===== src/rtl/fp_wb_arbiter_pkg.sv =====
// FPU writeback arbiter shared types.
// Result/id types and the unit index helper.
package fp_wb_arbiter_pkg;

    localparam int MAX_UNITS = 8;
    localparam int ID_W      = 3;
    localparam int FLOPOCO_W = 34;

    typedef logic [ID_W-1:0]      id_t;
    typedef logic [FLOPOCO_W-1:0] flopoco_t;

    typedef logic [$clog2(MAX_UNITS)-1:0] fp_wb_unit_idx_t;

    // Next unit index, wrapping explicitly at n-1.
    function automatic fp_wb_unit_idx_t wrap_inc(fp_wb_unit_idx_t idx, int n);
        if (int'(idx) >= n - 1) return '0;
        return idx + 1'b1;
    endfunction

endpackage


===== src/rtl/fp_wb_arbiter_if.sv =====
// Unit writeback and commit-path bundle.
// master = arbiter side, slave = units plus commit path.
interface fp_wb_arbiter_if
    import fp_wb_arbiter_pkg::*;
#(
    parameter int NUM_UNITS  = 4,
    parameter int DATA_WIDTH = FLOPOCO_W,
    parameter int ID_WIDTH   = ID_W
);

    localparam int IDX_W = $clog2(NUM_UNITS);

    logic [NUM_UNITS-1:0]                 unit_done;
    logic [NUM_UNITS-1:0][DATA_WIDTH-1:0] unit_rd;
    logic [NUM_UNITS-1:0][ID_WIDTH-1:0]   unit_id;
    logic [NUM_UNITS-1:0]                 unit_ack;

    logic                  commit_valid;
    logic                  commit_ready;
    logic [DATA_WIDTH-1:0] commit_data;
    logic [ID_WIDTH-1:0]   commit_id;
    logic [IDX_W-1:0]      commit_unit;

    modport master (
        input  unit_done, unit_rd, unit_id, commit_ready,
        output unit_ack, commit_valid, commit_data,
        output commit_id, commit_unit
    );

    modport slave (
        output unit_done, unit_rd, unit_id, commit_ready,
        input  unit_ack, commit_valid, commit_data,
        input  commit_id, commit_unit
    );

endinterface


===== src/rtl/fp_wb_arbiter_rr_priority_arbiter.sv =====
// Combinational priority picker with optional rotating start.
// The rotation pointer is owned by the caller.
module rr_priority_arbiter
    import fp_wb_arbiter_pkg::*;
#(
    parameter int NUM_REQ     = 4,
    parameter int ROUND_ROBIN = 1,
    localparam int IDX_W      = $clog2(NUM_REQ)
) (
    input  logic [NUM_REQ-1:0] req,
    input  logic [IDX_W-1:0]   rr_ptr,
    output logic [NUM_REQ-1:0] grant,
    output logic [IDX_W-1:0]   idx,
    output logic               any_grant
);

    // Scan upward from the start point, first set request wins.
    always_comb begin
        int start;
        int j;
        grant     = '0;
        idx       = '0;
        any_grant = 1'b0;
        start     = (ROUND_ROBIN != 0) ? int'(rr_ptr) : 0;
        j         = 0;
        for (int k = 0; k < NUM_REQ; k++) begin
            j = start + k;
            if (j >= NUM_REQ) j = j - NUM_REQ;
            if (!any_grant && req[j[IDX_W-1:0]]) begin
                any_grant            = 1'b1;
                grant[j[IDX_W-1:0]]  = 1'b1;
                idx                  = j[IDX_W-1:0];
            end
        end
    end

endmodule


===== src/rtl/fp_wb_arbiter.sv =====
// FPU writeback collector: one winner per cycle into a
// registered commit stage with valid/ready backpressure.
module fp_wb_arbiter
    import fp_wb_arbiter_pkg::*;
#(
    parameter int NUM_UNITS   = 4,
    parameter int DATA_WIDTH  = FLOPOCO_W,
    parameter int ID_WIDTH    = ID_W,
    parameter int ROUND_ROBIN = 1
) (
    input logic            clk,
    input logic            rst,
    fp_wb_arbiter_if.master bus
);

    localparam int IDX_W = $clog2(NUM_UNITS);

    logic                  advance;
    logic                  any_grant;
    logic [NUM_UNITS-1:0]  grant;
    logic [IDX_W-1:0]      gidx;
    logic [IDX_W-1:0]      rr_ptr;
    logic [IDX_W-1:0]      rr_next;

    logic                  valid_q;
    logic [DATA_WIDTH-1:0] data_q;
    logic [ID_WIDTH-1:0]   id_q;
    logic [IDX_W-1:0]      unit_q;

    rr_priority_arbiter #(
        .NUM_REQ     (NUM_UNITS),
        .ROUND_ROBIN (ROUND_ROBIN)
    ) u_arb (
        .req       (bus.unit_done),
        .rr_ptr    (rr_ptr),
        .grant     (grant),
        .idx       (gidx),
        .any_grant (any_grant)
    );

    // Stage can take a new result when empty or draining.
    assign advance = !valid_q || bus.commit_ready;

    assign rr_next = IDX_W'(wrap_inc(fp_wb_unit_idx_t'(gidx), NUM_UNITS));

    assign bus.unit_ack = (advance && !rst) ? grant : '0;

    // Commit stage register and rotation pointer.
    always_ff @(posedge clk) begin
        if (rst) begin
            valid_q <= 1'b0;
            data_q  <= '0;
            id_q    <= '0;
            unit_q  <= '0;
            rr_ptr  <= '0;
        end else if (advance) begin
            valid_q <= any_grant;
            if (any_grant) begin
                data_q <= bus.unit_rd[gidx];
                id_q   <= bus.unit_id[gidx];
                unit_q <= gidx;
                rr_ptr <= rr_next;
            end
        end
    end

    assign bus.commit_valid = valid_q;
    assign bus.commit_data  = data_q;
    assign bus.commit_id    = id_q;
    assign bus.commit_unit  = unit_q;

    a_ack_onehot: assert property (
        @(posedge clk) $onehot0(bus.unit_ack));

    a_ack_done: assert property (
        @(posedge clk) (bus.unit_ack & ~bus.unit_done) == '0);

    a_hold: assert property (
        @(posedge clk) disable iff (rst)
        (bus.commit_valid && !bus.commit_ready) |=>
        ($stable(bus.commit_data) && $stable(bus.commit_id)));

endmodule


===== src/flat_wrapper.sv =====
// flat-port wrapper written by rule: the top's interface ports become plain ports
module fp_wb_arbiter_flat import fp_wb_arbiter_pkg::*;
#(
    parameter int NUM_UNITS   = 4,
    parameter int DATA_WIDTH  = FLOPOCO_W,
    parameter int ID_WIDTH    = ID_W,
    parameter int ROUND_ROBIN = 1
)
  (clk, rst, bus_unit_done, bus_unit_rd, bus_unit_id, bus_commit_ready, bus_unit_ack, bus_commit_valid, bus_commit_data, bus_commit_id, bus_commit_unit);
  fp_wb_arbiter_if #(.NUM_UNITS(NUM_UNITS), .DATA_WIDTH(DATA_WIDTH), .ID_WIDTH(ID_WIDTH)) bus_i ();
  input logic clk;
  input logic rst;
  input wire logic [$bits(bus_i.unit_done)-1:0] bus_unit_done;
  input wire logic [$bits(bus_i.unit_rd)-1:0] bus_unit_rd;
  input wire logic [$bits(bus_i.unit_id)-1:0] bus_unit_id;
  input wire logic [$bits(bus_i.commit_ready)-1:0] bus_commit_ready;
  output wire logic [$bits(bus_i.unit_ack)-1:0] bus_unit_ack;
  output wire logic [$bits(bus_i.commit_valid)-1:0] bus_commit_valid;
  output wire logic [$bits(bus_i.commit_data)-1:0] bus_commit_data;
  output wire logic [$bits(bus_i.commit_id)-1:0] bus_commit_id;
  output wire logic [$bits(bus_i.commit_unit)-1:0] bus_commit_unit;
  assign bus_i.unit_done = bus_unit_done;
  assign bus_i.unit_rd = bus_unit_rd;
  assign bus_i.unit_id = bus_unit_id;
  assign bus_i.commit_ready = bus_commit_ready;
  assign bus_unit_ack = bus_i.unit_ack;
  assign bus_commit_valid = bus_i.commit_valid;
  assign bus_commit_data = bus_i.commit_data;
  assign bus_commit_id = bus_i.commit_id;
  assign bus_commit_unit = bus_i.commit_unit;
  fp_wb_arbiter #(.NUM_UNITS(NUM_UNITS), .DATA_WIDTH(DATA_WIDTH), .ID_WIDTH(ID_WIDTH), .ROUND_ROBIN(ROUND_ROBIN)) u_core (.clk(clk), .rst(rst), .bus(bus_i));
endmodule

===== config.mk =====
export PLATFORM = sky130hd
export DESIGN_NAME = fp_wb_arbiter_flat
export DESIGN_NICKNAME = d
export VERILOG_FILES = /design/src/rtl/fp_wb_arbiter_pkg.sv /design/src/rtl/fp_wb_arbiter_if.sv /design/src/rtl/fp_wb_arbiter_rr_priority_arbiter.sv /design/src/rtl/fp_wb_arbiter.sv /design/src/flat_wrapper.sv
export SDC_FILE = /design/constraint.sdc
export NUM_CORES = 1
export LEC_CHECK = 0
export ABC_CLOCK_PERIOD_IN_PS = 3400
export CAP_MARGIN = 20
export CORE_AREA = 4 4 139 101
export DETAILED_ROUTE_END_ITERATION = 16
export DIE_AREA = 0 0 143 105
export PLACE_DENSITY = 0.86
export SETUP_SLACK_MARGIN = 0.1
export SLEW_MARGIN = 10
export SYNTH_ARGS = -nofsm -noshare
export SYNTH_HDL_FRONTEND = slang
export SYNTH_SLANG_ARGS = --single-unit
export TNS_END_PERCENT = 10

===== constraint.sdc =====
create_clock -name clk -period 3.4 [get_ports clk]
set_input_delay 0.34 -clock clk [delete_from_list [all_inputs] [get_ports clk]]
set_output_delay 0.34 -clock clk [all_outputs]
set_load 0.01 [all_outputs]

==> summary.txt, run 1 <==
Synth
  – Mean Syn Cell Area: 7.19 sq um
  – Synthesized instance count: about 710
  – Yosys cell types: 49
  – Synthesized net count: between 800 and 900
  – Register area share after synthesis: 0.164
  – Area fraction of the dominant cell type after synthesis: 0.164
  – Post-synthesis sequential element count: 42
  – Synth warn: 0
  – Mapped Area: 0.00513 sq mm
  – Cell taking the most area after synthesis: dfxtp_1
  – Synth top area cells: dfxtp_1, nor3_1, mux2i_1

Clocking
  – CTS Buf Count: 5
  – Clk slew on worst S/H paths: ~0.070 ns
  – Root Buffer Master: clkbuf_16
  – # clock sinks: 42
  – H-tree Lvls: 2
  – Clock latency on the worst-skew pair: approximately 0.28 ns
  – CTS tree: built
  – Worst-case clock buffer depth: 2

Route
  – Detail Route Antenna Nets: 0
  – Vias per inst: between 6 and 7
  – Initial drt markers: between 500 and 600
  – DRC: 0
  – Final wirelength: between 15 and 20 mm
  – Via Count: roughly 6400
  – TritonRoute pass-1 iters: 6
  – WL per Instance: 19.0 um

Placement
  – Final HPWL DP: roughly 13 mm
  – Gp weighted congestion: 0.836
  – Placed cells: 1008
  – Port bufs: between 150 and 200

Power and ir drop
  – PwrDens: 814 mW/mm^2
  – Max VDD drop: roughly 380 uV
  – Pleak: around 2.6 nW

Timing
  – Fin crit share: 0.921
  – Max Clock Skew: around 0.0054 ns
  – Final TNS setup: 0 ns
  – Slew HR: 0.378
  – F_max: between 300 and 400 MHz
  – Hold Vio Cnt, Final: 0
  – Hold Slack: between 0.4 and 0.5 ns
  – Final min period: 3.13 ns
  – Final slew viol count: 0
  – Unrepaired setup endpoints after global routing: false
  – Slew of the pin with the lowest slew margin: 0.931 ns
  – Final setup fails: 0

Layout
  – Number of antenna diodes: 0
  – Final cell count without fillers: roughly 1000
  – Multi-input logic area: around 0.0039 sq mm
  – Area Overhead vs Synth: 42.9%
  – # fillers: between 1000 and 1500
  – Nets: about 1000
  – Layout cells sized above 1: 0.0749
  – FF/Latch Area: roughly 840 sq um

Setup path
  – R2R Path End: u_core.bus.commit_data[33]
  – Setup crit start: u_core.rr_ptr[1]
  – CP top delay family: buffers and inverters
  – Buffers and inverters on the worst path: 3
  – Crit-path max cell delay: roughly 0.56 ns
  – Top cell by count, worst path: nor2_1
  – Crit path capture: bus_unit_ack[1]
  – Reg-to-Reg Start: u_core.rr_ptr[0]
  – Slowest cell on crit path: clkdlybuf4s50_1
  – Worst path cell trace: inv_1 > ha_1 > buf_4 > mux4_2 > nor2b_4 > a22oi_1 > nor2_1 > a221oi_1 > nor2_1 > clkdlybuf4s50_1
  – Worst path required time: roughly 3.1 ns
  – Critical path capture point type: output port
  – Worst path depth: 10
  – Arrival @ worst endpoint: 2.79 ns
  – Crit path launch type: register
  – Reg2reg path depth: 7
  – Worst Path Max Fanout: 10
  – CP Class: register to output port
  – Worst reg2reg setup slack: 0.31 ns

Global routing
  – Via count of the first global-routing pass: approximately 5900
  – Initial antenna violation count: 0
  – Global route overflow: 0
  – Largest net degree at the start of global routing: between 70 and 80
  – Overall Global Routing Usage: 0.239
  – First-pass GRT wire length: between 20 and 30 mm

Die
  – Core area: approximately 0.013 sq mm
  – Initial core utilization: 0.400
  – Top Ports: 199
  – Die ar.: 0.0150 sq mm
  – Die Span Y: ~110 um
  – Die W: between 100 and 150 um
  – Site Rows: 35

Outcome
  – Status: finished, final reports clean

Worst hold path
  – Hold/Removal Path Class: register to register

Flow run
  – Max-Cap Viols: 0
==> state kept, by name (all words and copies together) (netlist names) <==
signal and flops:
u_core.bus.commit_data 34, u_core.bus.commit_id 3, u_core.bus.commit_unit 2, u_core.bus.commit_valid 1
u_core.rr_ptr 2
==> cell usage in the layout, fill, tap and decap left out, types with 2 or more instances in the layout <==
cell type        count
a211oi_1            39
a21boi_0             6
a21boi_1            30
a21oi_1              6
a221oi_1             4
a22oi_1              4
and3_1              37
buf_4               31
clkbuf_16            5
clkdlybuf4s50_1    198
dfxtp_1             41
ha_1                 7
inv_1                8
mux2i_1             38
mux4_2               4
nand2_1             77
nand2b_1             4
nand3_1             37
nand4_1              3
nor2_1              14
nor2_4               2
nor2b_4              2
nor3_1              76
o2111ai_1           37
o211ai_1            35
o21ai_0             30
o21ai_1             11
o21ai_4              2
o32ai_1             37
or3_1                2
==> final cells by class <==
cell class / count / area share
sequential: 42 / 0.115
clock inverter: 1 / 0.000683
timing repair buffer: 230 / 0.306
tap: 166 / 0.0283
inverter: 8 / 0.00410
multi-input combinational: 566 / 0.526
clock buffer: 7 / 0.0195
==> where the power goes <==
part | internal (mW) | switching (mW)
Sequential | 0.746 | 0.137
Combinational | 1.90 | 2.68
Clock | 0.292 | 0.206
Total | 2.94 | 3.02
==> cell usage after synthesis (all sizes together) <==
library cell and instances:
nand2b 5, and3 37, a2111oi 2, a211oi 40, dfxtp 42, o211ai 36, o41ai 1, mux4 5
and2 1, o32ai 37, nor2b 3, nor4 1, ha 7, a21boi 36, nor2 16, o2111ai 37
or3b 2, a22oi 4, nand4 3, o21a 2, a32oi 1, nor3 77, a221oi 4, o31ai 1
mux2i 38, a22o 1, buf 42, nand3 37, clkbuf 55, mux2 1, a21oi 6, or3 2
o21ai 44, nand2 78, nand3b 1, inv 8
==> worst min path at each step <==
stage                                           from  slack [ns]                    endpoint  depth (start not counted)
after floorplan                                  rst        0.41   u_core.bus.commit_unit[1]                          1
after global placement     u_core.bus.commit_data[3]        0.43   u_core.bus.commit_data[3]                          2
after detailed placement  u_core.bus.commit_data[31]        0.44  u_core.bus.commit_data[31]                          2
after CTS                 u_core.bus.commit_data[31]        0.46  u_core.bus.commit_data[31]                          2
after global routing         u_core.bus.commit_id[2]        0.48     u_core.bus.commit_id[2]                          2
final                     u_core.bus.commit_data[31]        0.45  u_core.bus.commit_data[31]                          2
==> metal layers <==
| layer | share of wire | up-vias | track usage |
|---|---|---|---|
| li1 | - | 3051 | - |
| met1 | 0.42 | 3004 | 0.310 |
| met2 | 0.45 | 328 | 0.372 |
| met3 | 0.12 | 22 | 0.0837 |
| met4 | 0.014 | 0 | 0.0692 |
| met5 | 0 | - | 0 |
==> what timing repair did <==
item                                    in CTS  in global routing
endpoints found under the setup margin       4                  4
gates resized for setup                      1                  1
hold buffers                                 0                  0
setup buffers                                2                  1
==> per-stage QoR <==
step	util	worst slack, ns	cell area, sq um	power (mW)
3_3_place_gp	0.556	0.204	7130	5.25
3_5_place_dp	0.556	0.124	7130	5.33
2_1_floorplan	-	0.121	5130	3.93
6_report	0.571	0.268	7330	5.96
4_1_cts	0.568	0.114	7290	5.88
5_1_grt	0.571	0.118	7330	6.39
==> logic make-up after synthesis <==
logic type / synth area share
muxes: 0.0983
AOI/OAI and AO/OA: 0.373
buffers and inverters: 0.0957
adders and majority gates: 0.0171
DFF: 0.164
and+or+nand+nor: 0.252
==> worst min-delay path, stage by stage (launching register included) <==
cell	delay (ns)
dfxtp_1	0.33
nand2_1	0.05
nand3_1	0.05
Power figures use the tool's default switching activity.
==> inputs of run 2 (changes only) <==
--- a/config.mk
+++ b/config.mk
@@ -5,12 +5,12 @@
 export SDC_FILE = /design/constraint.sdc
 export NUM_CORES = 1
 export LEC_CHECK = 0
-export ABC_CLOCK_PERIOD_IN_PS = 3400
+export ABC_CLOCK_PERIOD_IN_PS = 3800
 export CAP_MARGIN = 20
-export CORE_AREA = 4 4 139 101
+export CORE_AREA = 4 4 133 97
 export DETAILED_ROUTE_END_ITERATION = 16
-export DIE_AREA = 0 0 143 105
-export PLACE_DENSITY = 0.86
+export DIE_AREA = 0 0 137 101
+export PLACE_DENSITY = 0.89
 export SETUP_SLACK_MARGIN = 0.1
 export SLEW_MARGIN = 10
 export SYNTH_ARGS = -nofsm -noshare
==> constraint.sdc (replaced) <==
create_clock -name clk -period 3.8 [get_ports clk]
set_input_delay 0.38 -clock clk [delete_from_list [all_inputs] [get_ports clk]]
set_output_delay 0.38 -clock clk [all_outputs]
set_load 0.01 [all_outputs]
==> summary.txt, run 2 (synthesized netlist as in run 1, its figures left out) <==
Outcome
  – Status: finished, final reports clean (unchanged)

Setup path
  – CP Class: register to output port (unchanged)
  – Crit path launch type: register (unchanged)
  – Arrival @ worst endpoint: 3.13 ns (was 2.79 ns)
  – Critical path capture point type: output port (unchanged)
  – Worst Path Max Fanout: 11 (was 10)
  – Worst path required time: 3.42 ns (was 3.06 ns)
  – Reg2reg path depth: 7 (unchanged)

Placement
  – Final HPWL DP: 13.2 mm (was 13.3 mm)
  – Gp weighted congestion: 0.876 (was 0.836)
  – Placed cells: 991 (was 1008)
  – Port bufs: 198 (unchanged)
  – Pre-CTS setup slack: 0.252 ns (was 0.124 ns)

Power and ir drop
  – Share of power burned in registers: 0.155 (was 0.148)
  – Clock power frac: 0.084 (was 0.083)
  – Pint: 2.54 mW (was 2.94 mW)
  – Max VDD drop: 395 uV (was 381 uV)
  – PwrDens: 719 mW/mm^2 (was 814 mW/mm^2)
  – Net Switching: 2.66 mW (was 3.02 mW)
  – Logic gate share of total power: 0.761 (was 0.769)
  – Pleak: 2.51 nW (was 2.57 nW)
  – Sw Ratio: 0.511 (was 0.507)

Timing
  – Final setup fails: 0 (unchanged)
  – Slew of the pin with the lowest slew margin: 0.975 ns (was 0.931 ns)
  – Final setup margin: 0.294 ns (was 0.268 ns)
  – Final TNS setup: 0 ns (unchanged)
  – Slew HR: 0.348 (was 0.378)
  – Max Clock Skew: 0.0110 ns (was 0.00545 ns)
  – Hold Vio Cnt, Final: 0 (unchanged)
  – Final min period: 3.51 ns
  – F_max: roughly 290 MHz
  – Final slew viol count: 0 (unchanged)
  – Hold Slack: 0.449 ns (was 0.452 ns)
  – Fin crit share: 0.923
  – Unrepaired setup endpoints after global routing: false (unchanged)

Layout
  – Nets: 1003 (was 1015)
  – Commonest non-fill, non-tap cell in the layout: clkdlybuf4s50_1 (unchanged)
  – Flip-flop count of the largest register after layout: 34 (unchanged)
  – Number of antenna diodes: 0 (unchanged)
  – Most frequent cells in the layout: clkdlybuf4s50_1, nand2_1, nor3_1 (unchanged)
  – # fillers: 1014 (was 1174)
  – Area Overhead vs Synth: 41.1% (was 42.9%)
  – Final cell count without fillers: 999 (was 1020)
  – Layout cells sized above 1: 0.0641 (was 0.0749)

Die
  – Die W: 137 um (was 143 um)
  – Site Rows: 33 (was 35)
  – Initial core utilization: 0.444 (was 0.400)
  – Die ar.: 0.0138 sq mm (was 0.0150 sq mm)
  – Core area: 0.0116 sq mm (was 0.0128 sq mm)
  – Die Span Y: 101 um (was 105 um)
  – Top Ports: 199 (unchanged)

Global routing
  – Overall Global Routing Usage: 0.259 (was 0.239)
  – GRT busiest layer: met2 (unchanged)
  – Global route overflow: 0 (unchanged)
  – First-pass GRT wire length: 29.8 mm (about the same)
  – Via count of the first global-routing pass: 5907 (was 5865)
  – Met2 usage: 0.407 (was 0.372)
  – Met1 usage: 0.348 (was 0.310)
  – M3 GR Usage: 0.0758 (was 0.0837)
  – Largest net degree at the start of global routing: 112 (was 73)
  – Initial antenna violation count: 0 (unchanged)

Route
  – Final wirelength: 18.9 mm (was 19.4 mm)
  – TritonRoute pass-1 iters: 5 (was 6)
  – Initial drt markers: 716 (was 533)
  – Detail Route Antenna Nets: 0 (unchanged)
  – WL per Instance: 18.9 um (was 19.0 um)
  – Via Count: 6421 (was 6405)
  – DRC: 0 (unchanged)
  – Vias per inst: 6.43 (was 6.28)

Clocking
  – CTS tree: built (unchanged)
  – Root Buffer Master: clkbuf_16 (unchanged)
  – H-tree Lvls: 2 (unchanged)
  – Clk slew on worst S/H paths: 0.07 ns (about the same)
  – CTS Buf Count: 5 (unchanged)
  – Worst-case clock buffer depth: 2 (unchanged)
  – Clock latency on the worst-skew pair: 0.29 ns (was 0.28 ns)
  – Post-CTS setup buffer count: 0 (was 2)
  – # clock sinks: 42 (unchanged)
  – CTS Hold Bufs: 0 (unchanged)

Worst hold path
  – Worst Hold Depth: 2 (unchanged)
  – Hold/Removal Path Class: register to register (unchanged)

Flow run
  – Max-Cap Viols: 0 (unchanged)
-- run 2: cell count changes in the layout (fill, tap and decap cells not counted), sizes merged --
| cell | change |
|---|---|
| clkinvlp | +1 |
| clkinv | +1 |
| buf | -12 |
| clkbuf | -2 |
-- run 2: critical path: stages, from the launching register on --
cell	delay, ns
dfxtp_2	0.44
inv_1	0.16
ha_1	0.44
or3b_2	0.49
o21ai_0	0.10
a32oi_1	0.15
o21ai_2	0.26
a221oi_1	0.13
nor2_1	0.11
clkdlybuf4s50_1	0.55
-- run 2: per-layer routing --
metal  vias up  share of wire
met2       369           0.44
met5         -              0
li1       3033              -
met3        35           0.12
met4         0          0.016
met1      2984           0.43
-- run 2: per-stage QoR --
step | instance area (sq um) | util | total power, mW
after floorplan | 5130 | - | 3.51
after detailed placement | 7080 | 0.613 | 4.71
final | 7230 | 0.626 | 5.20
after global routing | 7230 | 0.626 | 5.60
after CTS | 7230 | 0.625 | 5.17
after global placement | 7080 | 0.613 | 4.65
-- run 2: power by group through the flow --
stage,sequential [mW],clock (mW),combinational [mW]
global route,0.833,0.465,4.30
global placement,0.809,0,3.84
CTS,0.806,0.449,3.92
detailed placement,0.809,0,3.90
floorplan,0.890,0,2.62
finish,0.806,0.436,3.96
-- run 2: worst paths after layout --
check / from / endpoint / slack [ns]
max reg2reg: u_core.rr_ptr[0] / u_core.bus.commit_data[30] / 0.38
min reg2reg: u_core.bus.commit_data[32] / u_core.bus.commit_data[32] / 0.45
min: u_core.bus.commit_data[32] / u_core.bus.commit_data[32] / 0.45
max: u_core.rr_ptr[1] / bus_unit_ack[1] / 0.29
-- run 2: layout make-up --
cell class,instances,area (sq um),share of cell area
inverter,8,30.0,0.00415
tap,157,196,0.0272
clock buffer,5,125,0.0173
timing repair buffer,218,2160,0.298
multi-input combinational,566,3860,0.533
clock inverter,3,21.3,0.00294
sequential,42,846,0.117
-- run 2: timing repair --
item	CTS	global route
endpoints found under the setup margin	4	4
gates resized for setup	2	1
gates cloned	0	0
